==> src/rtl/operand_fetch.sv <==
// Register-read stage: reads source operands from the packed register file and
// tracks pending writebacks with a per-register busy scoreboard.
module operand_fetch #(
  parameter int unsigned M_WIDTH        = 32,
  parameter int unsigned REG_CNT        = 16,
  parameter int unsigned REG_ADDR_WIDTH = 4,
  parameter logic [6:0]  OP_LUI         = 7'b0110111,
  parameter logic [6:0]  OP_AIUPC       = 7'b0010111,
  parameter logic [6:0]  OP_JAL         = 7'b1101111,
  parameter logic [6:0]  OP_JALR        = 7'b1100111,
  parameter logic [6:0]  OP_LOAD        = 7'b0000011,
  parameter logic [6:0]  OP_BRANCH      = 7'b1100011,
  parameter logic [6:0]  OP_INTEGER_IMM = 7'b0010011,
  parameter logic [6:0]  OP_INTEGER     = 7'b0110011,
  parameter logic [6:0]  OP_STORE       = 7'b0100011
) (
  input  logic                        clk,
  input  logic                        rst_n,
  input  logic                        en,
  input  logic [6:0]                  op,
  input  logic [REG_ADDR_WIDTH-1:0]   rs1,
  input  logic [REG_ADDR_WIDTH-1:0]   rs2,
  input  logic [REG_ADDR_WIDTH-1:0]   rd,
  input  logic [M_WIDTH*REG_CNT-1:0]  regs,
  input  logic                        wb_ready,
  input  logic [REG_ADDR_WIDTH-1:0]   wb_addr,
  output logic [M_WIDTH-1:0]          rs1_val,
  output logic [M_WIDTH-1:0]          rs2_val,
  output logic [REG_CNT-1:0]          busy,
  output logic                        stall,
  output logic                        ready
);

  typedef enum logic [1:0] {
    S_IDLE,
    S_WAIT,
    S_DONE
  } state_t;

  state_t               r_state;
  state_t               w_state_next;
  logic [M_WIDTH-1:0]   r_rs1_val;
  logic [M_WIDTH-1:0]   r_rs2_val;
  logic [REG_CNT-1:0]   r_busy;
  logic [REG_CNT-1:0]   w_busy_next;
  logic [REG_CNT-1:0]   w_set_mask;
  logic [REG_CNT-1:0]   w_clr_mask;
  logic [M_WIDTH-1:0]   w_reg_arr [REG_CNT];
  logic                 w_use_rs1;
  logic                 w_use_rs2;
  logic                 w_writes_rd;
  logic                 w_hazard;
  logic                 w_capture;

  // Unpack the flat register bus into an addressable array.
  always_comb begin
    for (int unsigned i = 0; i < REG_CNT; i++) begin
      w_reg_arr[i] = regs[M_WIDTH*i +: M_WIDTH];
    end
  end

  // Decode which sources the opcode reads and whether it writes a register.
  always_comb begin
    w_use_rs1   = 1'b0;
    w_use_rs2   = 1'b0;
    w_writes_rd = 1'b0;
    case (op)
      OP_LUI, OP_AIUPC, OP_JAL: begin
        w_writes_rd = 1'b1;
      end
      OP_JALR, OP_LOAD, OP_INTEGER_IMM: begin
        w_use_rs1   = 1'b1;
        w_writes_rd = 1'b1;
      end
      OP_INTEGER: begin
        w_use_rs1   = 1'b1;
        w_use_rs2   = 1'b1;
        w_writes_rd = 1'b1;
      end
      OP_BRANCH, OP_STORE: begin
        w_use_rs1 = 1'b1;
        w_use_rs2 = 1'b1;
      end
      default: begin
        w_use_rs1   = 1'b0;
        w_use_rs2   = 1'b0;
        w_writes_rd = 1'b0;
      end
    endcase
    if (rd == '0) begin
      w_writes_rd = 1'b0;
    end
  end

  assign w_hazard = (w_use_rs1 & r_busy[rs1]) | (w_use_rs2 & r_busy[rs2]);

  // Next-state and stage outputs; capture happens on the edge that enters DONE.
  always_comb begin
    w_state_next = r_state;
    w_capture    = 1'b0;
    stall        = 1'b0;
    ready        = 1'b0;
    case (r_state)
      S_IDLE: begin
        if (en) begin
          if (w_hazard) begin
            w_state_next = S_WAIT;
          end else begin
            w_state_next = S_DONE;
            w_capture    = 1'b1;
          end
        end
      end
      S_WAIT: begin
        stall = 1'b1;
        if (!w_hazard) begin
          w_state_next = S_DONE;
          w_capture    = 1'b1;
        end
      end
      S_DONE: begin
        ready        = 1'b1;
        w_state_next = S_IDLE;
      end
      default: begin
        w_state_next = S_IDLE;
      end
    endcase
  end

  // Scoreboard update: applying the set after the clear makes a same-edge set win.
  always_comb begin
    w_set_mask = '0;
    w_clr_mask = '0;
    if (w_capture && w_writes_rd) begin
      w_set_mask[rd] = 1'b1;
    end
    if (wb_ready && (wb_addr != '0)) begin
      w_clr_mask[wb_addr] = 1'b1;
    end
    w_busy_next    = (r_busy & ~w_clr_mask) | w_set_mask;
    w_busy_next[0] = 1'b0;
  end

  // State register.
  always_ff @(posedge clk or negedge rst_n) begin
    if (!rst_n) begin
      r_state <= S_IDLE;
    end else begin
      r_state <= w_state_next;
    end
  end

  // Operand capture registers; values hold until the next capture.
  always_ff @(posedge clk or negedge rst_n) begin
    if (!rst_n) begin
      r_rs1_val <= '0;
      r_rs2_val <= '0;
    end else if (w_capture) begin
      r_rs1_val <= w_use_rs1 ? w_reg_arr[rs1] : '0;
      r_rs2_val <= w_use_rs2 ? w_reg_arr[rs2] : '0;
    end
  end

  // Busy scoreboard register.
  always_ff @(posedge clk or negedge rst_n) begin
    if (!rst_n) begin
      r_busy <= '0;
    end else begin
      r_busy <= w_busy_next;
    end
  end

  assign rs1_val = r_rs1_val;
  assign rs2_val = r_rs2_val;
  assign busy    = r_busy;

endmodule
==> config.mk <==
export PLATFORM = sky130hd
export DESIGN_NAME = operand_fetch
export DESIGN_NICKNAME = d
export VERILOG_FILES = /design/src/rtl/operand_fetch.sv
export SDC_FILE = /design/constraint.sdc
export NUM_CORES = 1
export LEC_CHECK = 0
export ABC_AREA = 1
export CAP_MARGIN = 20
export CORE_AREA = 2 2 244 246
export CTS_CLUSTER_SIZE = 25
export DETAILED_ROUTE_END_ITERATION = 10
export DIE_AREA = 0 0 246 248
export PLACE_DENSITY = 0.6
export SLEW_MARGIN = 25
export SYNTH_ARGS = -nofsm -noshare
export SYNTH_HDL_FRONTEND = slang
export SYNTH_SLANG_ARGS = --single-unit
==> constraint.sdc <==
create_clock -name clk -period 2.39 [get_ports clk]
set_input_delay 0.3585 -clock clk [delete_from_list [all_inputs] [get_ports clk]]
set_output_delay 0.3585 -clock clk [all_outputs]
set_load 0.05 [all_outputs]
# Word-level counts from Yosys, hierarchy flattened

Cells that the tools add are included.

Word-level logic and storage cells: 75
Output and inout bits: 82
Flip-flop bits (word level): 81
Input port bits: 539

Reduce and logical (&&, ||, !) cells: 11
Bitwise logic cells: 8
Magnitude comparators: 8
Mux-type cells: 31
Equal/unequal tests: 13

Operators with widths:

| operator                                                              | count |
|---|---|
| 32-bit binary-select mux with 4-bit select                            | 2 |
| 32-bit two-way mux                                                    | 6 |
| 16-bit two-way mux                                                    | 2 |
| 7-bit by 6-bit equality test with 1-bit output, second input constant | 3 |
| 7-bit equality test, second input constant                            | 3 |
| 4-bit by 5-bit < comparator with 1-bit output, second input constant  | 4 |
| 16-bit bitwise AND                                                    | 1 |
| 16-bit inverter                                                       | 1 |
| 16-bit OR                                                             | 1 |
| 7-bit by 5-bit equality test with 1-bit output, second input constant | 2 |
| 1-bit two-way mux                                                     | 12 |
| 5-bit >= comparator, second input constant                            | 2 |
| 4-bit inverter with 5-bit output                                      | 2 |
| 1-bit binary-select mux with 4-bit select                             | 2 |
| 1-bit demux with 4-bit select                                         | 2 |
| 4-bit by 1-bit >= comparator with 1-bit output, second input constant | 2 |
| 7-bit by 2-bit equality test with 1-bit output, second input constant | 1 |
| 7-bit OR reduction                                                    | 1 |
| 2-bit two-way mux                                                     | 3 |
| 6-bit OR reduction                                                    | 1 |
| 1-bit logical AND                                                     | 4 |
| 4-bit logical NOT                                                     | 1 |
| 2-bit != test, second input constant                                  | 2 |
| 2-bit case mux with 2 select lines                                    | 1 |
| 9 further kinds                                                       | 10 |

# Depth between registers and ports, before layout

Depth after elaboration: 11
Mapped depth: 13

# Least setup slack after synthesis

Ideal clock, no wire load.

Kind: reg2reg
From: register r_busy[7], in the netlist busy[7]
To: register r_rs1_val[10], in the netlist rs1_val[10]
Path buffers: 1
Period minus slack after synthesis: 1,699 ps
Data required time: 2,271 ps
Cell stages (with the launch flop): 12
Slack: 691 ps
Library setup time: 119 ps
Arrival: 1,580 ps
Cell sequence: dfrtp_1 -> nand2_1 -> nand3_1 -> nand3_1 -> nand3_1 -> nand3_1 -> nand2_1 -> nor2_4 -> inv_4 -> buf_2 -> nand2_1 -> nand2_1

Word-level cells in the longest chain between the ends: 7

RTL lines:

| what                                      | line     | RTL |
|---|---|---|
| start, declared                           | 44       | `logic [REG_CNT-1:0] r_busy;` |
| start signal, assigned                    | 170      | `r_busy <= w_busy_next;` |
| 1-bit binary-select mux with 4-bit select | 95       | `assign w_hazard = (w_use_rs1 & r_busy[rs1]) \| (w_use_rs2 & r_busy[rs2]);` |
| 1-bit two-way mux (implied by the code)   | 95       |  |
| 1-bit bitwise AND                         | 95       |  |
| 1-bit OR *                                | 95       |  |
| 1-bit two-way mux *                       | 106, 116 |  |
| 1-bit two-way mux                         | 105      | `if (en) begin` |
| 1-bit case mux with 2 select lines *      | 103      | `case (r_state)` |
| end signal, assigned                      | 160      | `r_rs1_val <= w_use_rs1 ? w_reg_arr[rs1] : '0;` |
| end, declared                             | 42       | `logic [M_WIDTH-1:0] r_rs1_val;` |

Mark *: on every way between the ends. The rest lies on a longest branch, timed or not. The select of a mux whose other input is x is not followed.
A chain may end at the register's enable or synchronous reset.

# Worst setup path in the final report

From: input op[2]
To: register r_rs1_val[26], in the netlist rs1_val[26]

Word-level cells in the longest chain between the ends: 8

RTL lines:

| what                                                                         | line     | RTL |
|---|---|---|
| start, declared                                                              | 20       | `input logic [6:0] op,` |
| 7-bit by 6-bit equality test with 1-bit output, or another cell as far along | 67       | `case (op)` |
| 6-bit OR reduction (no source line) or 3-bit OR reduction (tied branches)    | -        |  |
| 1-bit two-way mux                                                            | 67       |  |
| 1-bit bitwise AND                                                            | 95       |  |
| 1-bit OR                                                                     | 95       |  |
| 1-bit two-way mux                                                            | 106, 116 |  |
| 1-bit two-way mux                                                            | 105      |  |
| 1-bit case mux with 2 select lines                                           | 103      |  |

Several ways; a longest one is shown, not always the timed one.

==> results_dict.tcl <==
set metrics [dict create \
    ys_warn_count 0 \
    wl_per_cell_um 21.9 \
    place_congestion 0.949 \
    switching_share_pct 41.5 \
    reg2reg_from "busy[2]" \
    drt-total-wl_um 85500 \
    final_cell_mix "nand2_1 (969), clkdlybuf4s50_1 (607), nand3_1 (557)" \
    grt_pass1_wl_um 122000 \
    powerDensity_mw_per_mm2 311 \
    synth.top_cell.area_share_pct 27.2 \
    ys_ff_latch 81 \
    slew_viol_final 0 \
    syn_to_final_growth_pct 54.5 \
    drc 0 \
    viasPerCell 5.22 \
    synth_top_family_by_area "simple AND/OR/NAND/NOR gates" \
    htreeDepth 3 \
    pwr-share-comb_pct 54.9 \
    cts_root_buf "clkbuf_16" \
    avgSynthCellArea_um2 5.03 \
    final_common_cell "nand2_1" \
    fin_ws_ns 0.212 \
    synthAdderAreaFrac_pct 0 \
    synth_compound_area_share_pct 21.9 \
    irDropWorstVdd_uv 273 \
    crit_type "in -> reg" \
    layout.nets 3662 \
    power.share.sequential_pct 22.4 \
    drtPass1Iterations 6 \
    clock.fmax_mhz 459 \
    first_iter_violations 2114 \
    grt_max_degree 109 \
    endpoint_kind "register" \
    antenna_found_initial 8 \
    crit_arrival_ns 2.43 \
    finalSetupViolations 0 \
    yosys.area_share.xor_xnor_pct 0 \
    postCtsResizedCells 0 \
    max_slew_margin_pct 53.1 \
    dieArea_mm2 0.0610 \
    drv_cap 0 \
    holdPathEnd "rs2_val[9]" \
    clkTransAtPathRegs_ns 0.07 \
    crit_required_ns 2.64 \
    critPathLaunchType "primary input" \
    skew_ns 0.0141 \
    die_w_um 246 \
    reg2reg_depth 11 \
    syn-cell-area_mm2 0.0134 \
    core_mm2 0.0585 \
    cp_max_fo 25 \
    max_slew.worst_pin.slew_ns 0.703 \
    io_pins 621 \
    first_global_vias 18700 \
    clock_path_buffers 2 \
    synthSimpleGateAreaFrac_pct 51.3 \
    synthMuxAreaShare_pct 0 \
    routed-via-count 20400 \
    power_frac_clock_pct 22.7 \
    yosysUniqueCellTypes 23 \
    fin_crit_sh_pct 91.1 \
    grt-ovfl-total 0 \
    final_hold_viol_count 0 \
    synth_fp_nets 3192 \
    status "finished clean" \
    synth_area_leaders "nand2_1 (27%), nand3_1 (21%), dfrtp_1 (15%), a21oi_1 (12%), o21ai_0 (8.5%)" \
    portBuffers 619 \
    r2r-end "rs1_val[26]" \
    tritoncts "done" \
    period_minus_slack_ns 2.18 \
    worstHoldStart "rs2_val[9]" \
    grtUsageTotal_pct 26.4 \
    worstHoldPathCells 2 \
    fp.dieH_um 248 \
    synthCells 2653 \
    start_util_pct 22.8 \
    internal_power_mw 3.76 \
    drive_gt1_share_pct 3.61 \
    hpwl_um 66000 \
    synth_seq_area_share_pct 15.2 \
    p_switching_mw 2.67 \
    clk_latency_ns 0.36 \
    cts_sinks 81 \
    post_cts_buffers 0 \
    grt_setup_unrepaired "false" \
    dp_slack_ns -0.302 \
    yosysTopAreaCell "nand2_1" \
    cts_made_buffers 9 \
    core.rowCount 89 \
    reg2reg_slack_ns 0.26 \
    postRouteAntennaNets 0 \
    hold_path.class "reg -> reg" \
    leakagePower_nw 9.17 \
    total_power_mw 6.43 \
]
[timing repair]
item	4_1_cts	5_1_grt
endpoints found under the setup margin	0	64
hold endpoints to repair	30	0
hold buffers	1	0
[worst max-delay path: stages]
cell and delay, ns:
clkdlybuf4s50_1 0.51, nor2_1 0.09, nand4_1 0.14, buf_4 0.13, inv_1 0.04, nand3_1 0.09, nand2_1 0.13, nor2_4 0.48
inv_4 0.12, buf_12 0.19, nand2_1 0.07, nand2_1 0.04
[stage by stage]
stage | instances | TNS [ns] | util (%) | area [µm²] | hold slack, ns
after CTS | 3899 | 0 | 35.2 | 20600 | 0.463
after global routing | 3906 | 0 | 35.3 | 20600 | 0.498
after floorplan | 2653 | 0 | - | 13400 | 0.0629
after global placement | 3883 | -14.12 | 34.7 | 20300 | 0.335
final | 3908 | 0 | 35.3 | 20600 | 0.468
after detailed placement | 3883 | -18.03 | 34.7 | 20300 | 0.343
[per-layer routing]
metal  vias up  routed length (µm)  part of all wire, %  global-route usage (%)
met5         -                   0                    0                       0
met4         0                3980                  4.7                    11.4
met3       171                7520                  8.8                    5.10
met2      1146               41200                   48                    45.5
met1      9352               32800                   38                    31.8
li1       9750                   -                    -                       -
[state kept, by name, indices dropped and copies added, names as in the netlist]
register	cells
rs2_val	32
busy	15
rs1_val	32
r_state	2
[power by group through the flow]
stage	logic, mW	registers [mW]	clock network (mW)
final	3.53	1.44	1.46
after CTS	3.52	1.44	1.51
after floorplan	1.50	1.58	0
after global placement	3.51	1.47	0
after detailed placement	3.50	1.47	0
after global routing	3.81	1.44	1.55
[cell families after synthesis]
group                  count (synthesis)
buffers and inverters                360
flip-flops                            81
other                                  1
AO/OA/AOI/OAI                        578
AND/OR/NAND/NOR                     1633
[cell type report]
type | count | area [µm²]
fill | 6544 | 37800
multi-input combinational | 2213 | 9790
timing repair buffer | 695 | 7050
sequential | 81 | 2030
tap | 773 | 967
inverter | 123 | 490
clock buffer | 10 | 239
clock inverter | 5 | 56.3
antenna | 8 | 20.0
[Yosys cell counts, drive strengths merged]
cell / number
o31ai: 3
o21ai: 250
clkbuf: 91
clkinv: 1
a21oi: 307
inv: 122
dfrtp: 81
conb: 1
nand3: 558
buf: 146
o211ai: 2
nand2: 969
nor2: 102
a31oi: 16
nand4: 4
[how the worst max path moves through the flow]
stage | from | end | slack (ns)
3_3_place_gp | op[2] | rs1_val[0] | -0.24
6_report | op[2] | rs1_val[26] | 0.21
3_5_place_dp | op[2] | rs1_val[28] | -0.30
5_1_grt | op[2] | rs2_val[19] | 0.01
2_1_floorplan | busy[7] | rs1_val[10] | 0.69
4_1_cts | op[2] | rs1_val[29] | 0.09
Power figures use the tool's default switching activity.
